===== config.mk =====
export PLATFORM = sky130hd
export DESIGN_NAME = adder_share_arb
export DESIGN_NICKNAME = d
export VERILOG_FILES = /design/src/rtl/adder_share_arb.sv
export SDC_FILE = /design/constraint.sdc
export NUM_CORES = 1
export LEC_CHECK = 0
export CORE_MARGIN = 2
export CORE_UTILIZATION = 47
export DETAILED_ROUTE_END_ITERATION = 7
export PLACE_DENSITY = 0.86
export SLEW_MARGIN = 25
export SYNTH_ARGS = -nofsm -noshare
export SYNTH_HDL_FRONTEND = slang
export SYNTH_SLANG_ARGS = --single-unit
export TNS_END_PERCENT = 10

===== constraint.sdc =====
create_clock -name clk -period 3.2 [get_ports clk]
set_input_delay 0.64 -clock clk [delete_from_list [all_inputs] [get_ports clk]]
set_output_delay 0.64 -clock clk [all_outputs]
set_load 0.02 [all_outputs]

===== src/rtl/adder_share_arb.sv =====
// Round-robin sharing of one external pipelined adder between two requesters,
// with per-requester outstanding caps. Define ADDER_SHARE_ARB_STATS_EN for grant counters.
module adder_share_arb #(
  parameter int WIDTH   = 4,
  parameter int LAT     = 2,
  parameter int MAX_OUT = 2
) (
  input  logic             clk,
  input  logic             reset_L,
  input  logic             req0,
  input  logic [WIDTH-1:0] dataA0,
  input  logic [WIDTH-1:0] dataB0,
  input  logic             req1,
  input  logic [WIDTH-1:0] dataA1,
  input  logic [WIDTH-1:0] dataB1,
  output logic             gnt0,
  output logic             gnt1,
  output logic [WIDTH-1:0] add_dataA,
  output logic [WIDTH-1:0] add_dataB,
  output logic             add_valid,
  input  logic [WIDTH-1:0] add_sum,
  output logic             done0,
  output logic [WIDTH-1:0] result0,
  output logic             done1,
  output logic [WIDTH-1:0] result1
`ifdef ADDER_SHARE_ARB_STATS_EN
  ,
  output logic [7:0]       gcount0,
  output logic [7:0]       gcount1
`endif
);

  localparam int CNT_W = 3;

  typedef struct packed {
    logic valid;
    logic id;
  } tag_t;

  // Entry 0 is written on the launch edge; entry LAT lines up with add_sum.
  tag_t [LAT:0]     tag_q, tag_d;
  tag_t             head;

  logic [WIDTH-1:0] add_a_q, add_a_d;
  logic [WIDTH-1:0] add_b_q, add_b_d;
  logic             add_valid_q, add_valid_d;
  logic             done0_q, done0_d;
  logic             done1_q, done1_d;
  logic [WIDTH-1:0] result0_q, result0_d;
  logic [WIDTH-1:0] result1_q, result1_d;
  logic [CNT_W-1:0] out0_q, out0_d;
  logic [CNT_W-1:0] out1_q, out1_d;
  logic             last_q, last_d;

  logic             elig0, elig1;
  logic             issue0, issue1;
  logic             cmp0, cmp1;

  assign head = tag_q[LAT];
  assign cmp0 = head.valid && !head.id;
  assign cmp1 = head.valid &&  head.id;

  // Eligibility deliberately uses the registered count, so a slot freed this edge is not reused until next cycle.
  always_comb begin
    elig0 = req0 && (out0_q < CNT_W'(MAX_OUT));
    elig1 = req1 && (out1_q < CNT_W'(MAX_OUT));
    gnt0  = elig0 && (!elig1 ||  last_q);
    gnt1  = elig1 && (!elig0 || !last_q);
  end

  assign issue0 = gnt0;
  assign issue1 = gnt1;

  // NOTE: every variable gets a default at the top of always_comb so no path can infer a latch.
  always_comb begin
    add_a_d     = add_a_q;
    add_b_d     = add_b_q;
    add_valid_d = issue0 || issue1;
    last_d      = last_q;
    tag_d       = tag_q;
    done0_d     = cmp0;
    done1_d     = cmp1;
    result0_d   = result0_q;
    result1_d   = result1_q;
    out0_d      = out0_q;
    out1_d      = out1_q;

    if (issue0) begin
      add_a_d = dataA0;
      add_b_d = dataB0;
      last_d  = 1'b0;
    end else if (issue1) begin
      add_a_d = dataA1;
      add_b_d = dataB1;
      last_d  = 1'b1;
    end

    tag_d[0].valid = issue0 || issue1;
    tag_d[0].id    = issue1;
    for (int i = 1; i <= LAT; i++) begin
      tag_d[i] = tag_q[i-1];
    end

    if (cmp0) result0_d = add_sum;
    if (cmp1) result1_d = add_sum;

    unique case ({issue0, cmp0})
      2'b10:   out0_d = out0_q + CNT_W'(1);
      2'b01:   out0_d = out0_q - CNT_W'(1);
      default: out0_d = out0_q;
    endcase

    unique case ({issue1, cmp1})
      2'b10:   out1_d = out1_q + CNT_W'(1);
      2'b01:   out1_d = out1_q - CNT_W'(1);
      default: out1_d = out1_q;
    endcase
  end

  // NOTE: sequential state is written only with non-blocking assignments so all flops update together.
  always_ff @(posedge clk or negedge reset_L) begin
    if (!reset_L) begin
      add_a_q     <= '0;
      add_b_q     <= '0;
      add_valid_q <= 1'b0;
      // NOTE: the tag pipeline is reset on purpose: stale ownership after reset would fire bogus done pulses.
      tag_q       <= '0;
      done0_q     <= 1'b0;
      done1_q     <= 1'b0;
      result0_q   <= '0;
      result1_q   <= '0;
      out0_q      <= '0;
      out1_q      <= '0;
      last_q      <= 1'b1;
    end else begin
      add_a_q     <= add_a_d;
      add_b_q     <= add_b_d;
      add_valid_q <= add_valid_d;
      tag_q       <= tag_d;
      done0_q     <= done0_d;
      done1_q     <= done1_d;
      result0_q   <= result0_d;
      result1_q   <= result1_d;
      out0_q      <= out0_d;
      out1_q      <= out1_d;
      last_q      <= last_d;
    end
  end

  assign add_dataA = add_a_q;
  assign add_dataB = add_b_q;
  assign add_valid = add_valid_q;
  assign done0     = done0_q;
  assign done1     = done1_q;
  assign result0   = result0_q;
  assign result1   = result1_q;

`ifdef ADDER_SHARE_ARB_STATS_EN
  logic [7:0] gcount0_q, gcount0_d;
  logic [7:0] gcount1_q, gcount1_d;

  always_comb begin
    gcount0_d = gcount0_q;
    gcount1_d = gcount1_q;
    if (issue0 && gcount0_q != 8'hFF) gcount0_d = gcount0_q + 8'd1;
    if (issue1 && gcount1_q != 8'hFF) gcount1_d = gcount1_q + 8'd1;
  end

  always_ff @(posedge clk or negedge reset_L) begin
    if (!reset_L) begin
      gcount0_q <= '0;
      gcount1_q <= '0;
    end else begin
      gcount0_q <= gcount0_d;
      gcount1_q <= gcount1_d;
    end
  end

  assign gcount0 = gcount0_q;
  assign gcount1 = gcount1_q;
`endif

  a_one_grant: assert property (@(posedge clk) disable iff (!reset_L) !(gnt0 && gnt1));
  a_cap0:      assert property (@(posedge clk) disable iff (!reset_L) out0_q <= CNT_W'(MAX_OUT));
  a_cap1:      assert property (@(posedge clk) disable iff (!reset_L) out1_q <= CNT_W'(MAX_OUT));

endmodule


# Word level (Yosys, flattened, before mapping)
# Index checks and enable logic that the tools add are counted.
[word_totals] inputBits=24 out_inout_bits=21 latchBits=0 memories=0 elab_cells=49 regBits=31 ramBits=0 romBits=0
[classes] mul=0 order_cmp=2 eq_ne=4 n_reduce_logical=16 shift=0 bitwise=0 div=0 add_sub_neg=4 n_mux=8
[op_table] operator="$mux 4" n=4
[op_table] operator="$pmux 3 s2" n=2
[op_table] operator="$add 3x1->3 const B" n=2
[op_table] operator="$logic_and 1x1->1" n=6
[op_table] operator="$lt 3x2->1 const B" n=2
[op_table] operator="$reduce_bool 2->1" n=3
[op_table] operator="$sub 3x1->3 const B" n=2
[op_table] operator="$eq 2x1->1 const B" n=2
[op_table] operator="$eq 2x2->1 const B" n=2
[op_table] operator="$logic_not 1->1" n=4
[op_table] operator="$logic_or 1x1->1" n=3
[op_table] operator="$mux 1" n=2

# Longest topological paths before layout
[depth] ltp_word=7 mapped_depth=9 mapped_depth_nobuf=9

# Least setup slack after synthesis
# No wires, ideal clock.
[synth_path] kind="input-to-reg" start="input port req1" end="register out0_q[2]" cell_stages=9 setup_slack_ns=0.805 n_path_buf=0 arrival_time_ns=2.269 setup_ns=0.125 required_time_ns=3.075 cell_sequence="or3b_4 nor2_4 nor2_2 clkinv_4 ha_1 fa_1 xnor2_1 nor2_1 xor2_1"
[synth_between] elab_chain_len=6 word_cells_on_any_way=8 classes_between="eq/ne (2); mux (1); reduce/logical (5)"
[synth_rtl] item="start: declaration" line_no="13" source="input logic req1,"
[synth_rtl] item="$logic_and 1x1->1 (*)" line_no="66" source="elig1 = req1 && (out1_q < CNT_W'(MAX_OUT));"
[synth_rtl] item="$logic_not 1->1 (*)" line_no="67" source="gnt0 = elig0 && (!elig1 || last_q);"
[synth_rtl] item="$logic_or 1x1->1 (*)" line_no="67"
[synth_rtl] item="$logic_and 1x1->1 (*)" line_no="67"
[synth_rtl] item="named net gnt0" line_no="16" source="output logic gnt0,"
[synth_rtl] item="$eq 2x1->1 / $eq 2x2->1 (equally long branches)" line_no="107" source="unique case ({issue0, cmp0})"
[synth_rtl] item="$pmux 3 s2 / $reduce_bool 2->1 (equally long branches)"
[synth_rtl] item="end signal: assignment" line_no="144" source="out0_q <= out0_d;"
[synth_rtl] item="end: declaration" line_no="51" source="logic [CNT_W-1:0] out0_q, out0_d;"
# The timed path passes the listed nets; every way through them passes the cells marked *.
# A chain may end at the register's enable or synchronous reset.

# Final worst setup path
[layout_path] start="input port req1" end="output port gnt0"
[layout_between] elab_chain_len=4
[layout_rtl] item="$logic_and 1x1->1" line_no="66"
[layout_rtl] item="$logic_not 1->1" line_no="67"
[layout_rtl] item="$logic_or 1x1->1" line_no="67"
[layout_rtl] item="$logic_and 1x1->1" line_no="67"
[layout_rtl] item="end: declaration" line_no="16"
# Every way passes these cells.

==> summary.txt <==
Setup path
  • R2R Setup Slk: 1.09 ns
  • Worst path required time: 2.56 ns
  • Crit. End Element: output pin
  • Reg2reg end: out1_q[1]
  • Critical-path maximum fanout: 2
  • Worst reg2reg path startpoint: last_q
  • CP Class: in2out
  • WP data arrival: 2.21 ns
  • Reg2reg path depth: 6
  • Startpoint Class: input port

Yosys
  • Post-synth EDFFs: 0
  • Syn Nets: about 120
  • Post-synth top area share: 58.8%
  • Post-Synthesis Cell Area: between 0.001 and 0.0015 mm2
  • Post-synth cell types: 24
  • Most frequent cell after synthesis: dfrtp_1
  • Gate Count Post-Synth: slightly below 90
  • Asr flop ratio synth: 100%
  • Post-synth top area cell: dfrtp_1
  • Yosys reg bits: 31
  • List of most frequent post-synthesis cells: 30 x dfrtp_1, 10 x mux2_2, 8 x o221a_1, 8 x or3_1, 4 x xnor2_1
  • Average cell area after synthesis: 14.7 um2
  • Top FF cell, synth: dfrtp_1
  • Synth top area cells: dfrtp_1 59%, mux2_2 8.8%, o221a_1 7.1%, or3_1 3.9%, fa_1 3.1%
  • Sequential share of the synthesized area: 60.8%
  • Synth warn: 0

Worst hold path
  • WHS Endpoint: head[1]
  • Worst Hold Class: reg2reg
  • Min-delay src: tag_d[5]
  • Hold Path Depth: 0

Clock network
  • CTS tree: yes
  • CTS Buffer Depth: 2
  • Clock-pin slew on the worst setup and hold paths: roughly 0.09 ns
  • Clock Tree Root: clkbuf_4
  • Resized cells post-CTS: 0
  • Total CTS buffers: 5
  • Clk sinks: 31
  • H-Tree Depth: 2
  • Post-CTS setup buffer count: 0
  • Clock Latency Late Sink: 0.33 ns
  • CTS Hold Bufs: 0

STA
  • Crit path time final: 2.85 ns
  • Worst Skew: 0.00433 ns
  • Hold WS: around 0.36 ns
  • Setup TNS: 0 ns
  • Worst Tran Pin Value: 0.737 ns
  • Unrepaired setup endpoints after global routing: false
  • Final hold viol count: 0
  • Fmax: 351 MHz
  • Period utilization: roughly nine tenths
  • Final setup viols: 0
  • Rel. slew slack: 50.8%
  • Max Slew Vio Count: 0

Placed design
  • PortBufs: 44
  • Routability cong.: 0.731
  • Area post-placement: approximately 0.0018 mm2
  • Post-DP HPWL: 2010 um

Die
  • Die height: around 56 um
  • Row count: 18
  • # IOs: 45
  • Die area: 0.00315 mm2
  • Die W: 56.1 um
  • Core area: 0.00252 mm2
  • Initial core utilization: between 50% and 60%

Detailed routing
  • Routed WL: 2660 um
  • Via count: about 880
  • Met2 wire len: 1380 um
  • DR vias/cell: 5.19
  • Top Layer Used: met4
  • Detail Route Antenna Nets: 0
  • Met3 wire len: 129 um
  • DRC viols: 0
  • Met1 WL: 1140 um
  • Average wire per standard cell: roughly 16 um
  • Drt first-iter violations: 7
  • TritonRoute pass-1 iters: 3

Pwr
  • Peak supply drop: 0.000613 V
  • LEAKAGE: 0.777 nW
  • Power Dens Cells: 1010 mW/mm2

GRT
  • Largest net degree at the start of global routing: 32
  • All-Layer GR Usage: a little under a fifth
  • First-pass GRT wire length: 4370 um
  • Number of antenna violations at the first check in global routing: 0
  • Vias in the first global route: 908
  • Total grt overflow: 0

Final layout
  • Nets@finish: 167
  • Fill cells: 187
  • # diodes: 0
  • Reg area: 777 um2
  • Multi-input gate area: about 470 um2
  • Share of cells above drive strength 1: 20.0%
  • Area growth syn-to-layout: 42.4%
  • Design area: 0.00182 mm2

Run
  • Maxcap violations: 0

Outcome
  • Status: finished clean
-- cells in the final DEF (no fill, tap or decap), types with 2 or more instances in the layout --
cell type | Yosys | routed
xnor2_1 | 4 | 4
clkbuf_4 | 0 | 5
xor2_1 | 2 | 2
buf_4 | 1 | 3
fa_1 | 2 | 2
inv_1 | 2 | 2
o221a_1 | 8 | 8
ha_1 | 2 | 2
nand2_1 | 3 | 3
clkdlybuf4s50_1 | 0 | 44
dfrtp_1 | 30 | 30
clkinv_2 | 0 | 3
or3_1 | 8 | 8
mux2_2 | 10 | 10
nor2_1 | 3 | 3
-- worst max-delay path by stage --
stage          startpoint   endpoint  slack (ns)  cells after the start
3_5_place_dp         req1       gnt0        0.36                      5
2_1_floorplan        req1  out0_q[2]        0.81                      9
4_1_cts              req1       gnt0        0.35                      5
6_report             req1       gnt0        0.35                      5
3_3_place_gp         req1       gnt0        0.36                      5
5_1_grt              req1       gnt0        0.31                      5
-- cells by family after synthesis --
kind of cell               synth area share (%)
DFF                                        60.8
and+or+nand+nor                            11.3
muxes                                      8.82
AOI/OAI and AO/OA                          7.74
xor gates and xnor gates                   4.11
buffers and inverters                      2.16
adders and majority gates                  5.09
-- critical path, cell delays in order --
cell             delay (ns)
clkdlybuf4s50_1        0.47
or3b_4                 0.40
nor2_4                 0.10
nor2_2                 0.06
clkdlybuf4s50_1        0.53
-- through the flow --
step           utilization [%]  power, mW  instances  worst slack, ns
3_3_place_gp              70.0       1.61        162            0.362
4_1_cts                   72.1       1.86        170            0.346
5_1_grt                   72.1       1.96        170            0.306
3_5_place_dp              70.0       1.65        162            0.357
6_report                  72.1       1.84        170            0.354
2_1_floorplan                -       1.26         87            0.805
-- report_power, final --
| group | switching, mW | internal, mW | total [mW] | leakage (nW) |
|---|---|---|---|---|
| Clock | 0.129 | 0.0815 | 0.211 | 0.0347 |
| Sequential | 0.117 | 0.588 | 0.704 | 0.367 |
| Combinational | 0.422 | 0.503 | 0.925 | 0.375 |
-- sequential cells by signal, indices dropped and copies added, names as in the netlist --
signal and cells:
add_dataB 4, out0_q 3, out1_q 3, done0 1, result1 4, tag_d 3
head 2, done1 1, last_q 1, add_dataA 4, result0 4, add_valid 1
-- routing by layer --
metal	vias up	GRT usage, %
li1	415	-
met1	443	22.2
met2	22	30.6
met3	2	6.98
met4	0	8.16
met5	-	0
-- final cells by class --
| type | instances | area share (%) |
|---|---|---|
| flip-flops and latches | 31 | 42.7 |
| multi-input cells | 51 | 26.0 |
| repair buffers | 47 | 25.4 |
| clock buffers | 5 | 2.06 |
| well taps | 30 | 2.06 |
| inverters | 3 | 0.894 |
| clock inverters | 3 | 0.825 |
Note: power is estimated with default switching activity, not from simulation.
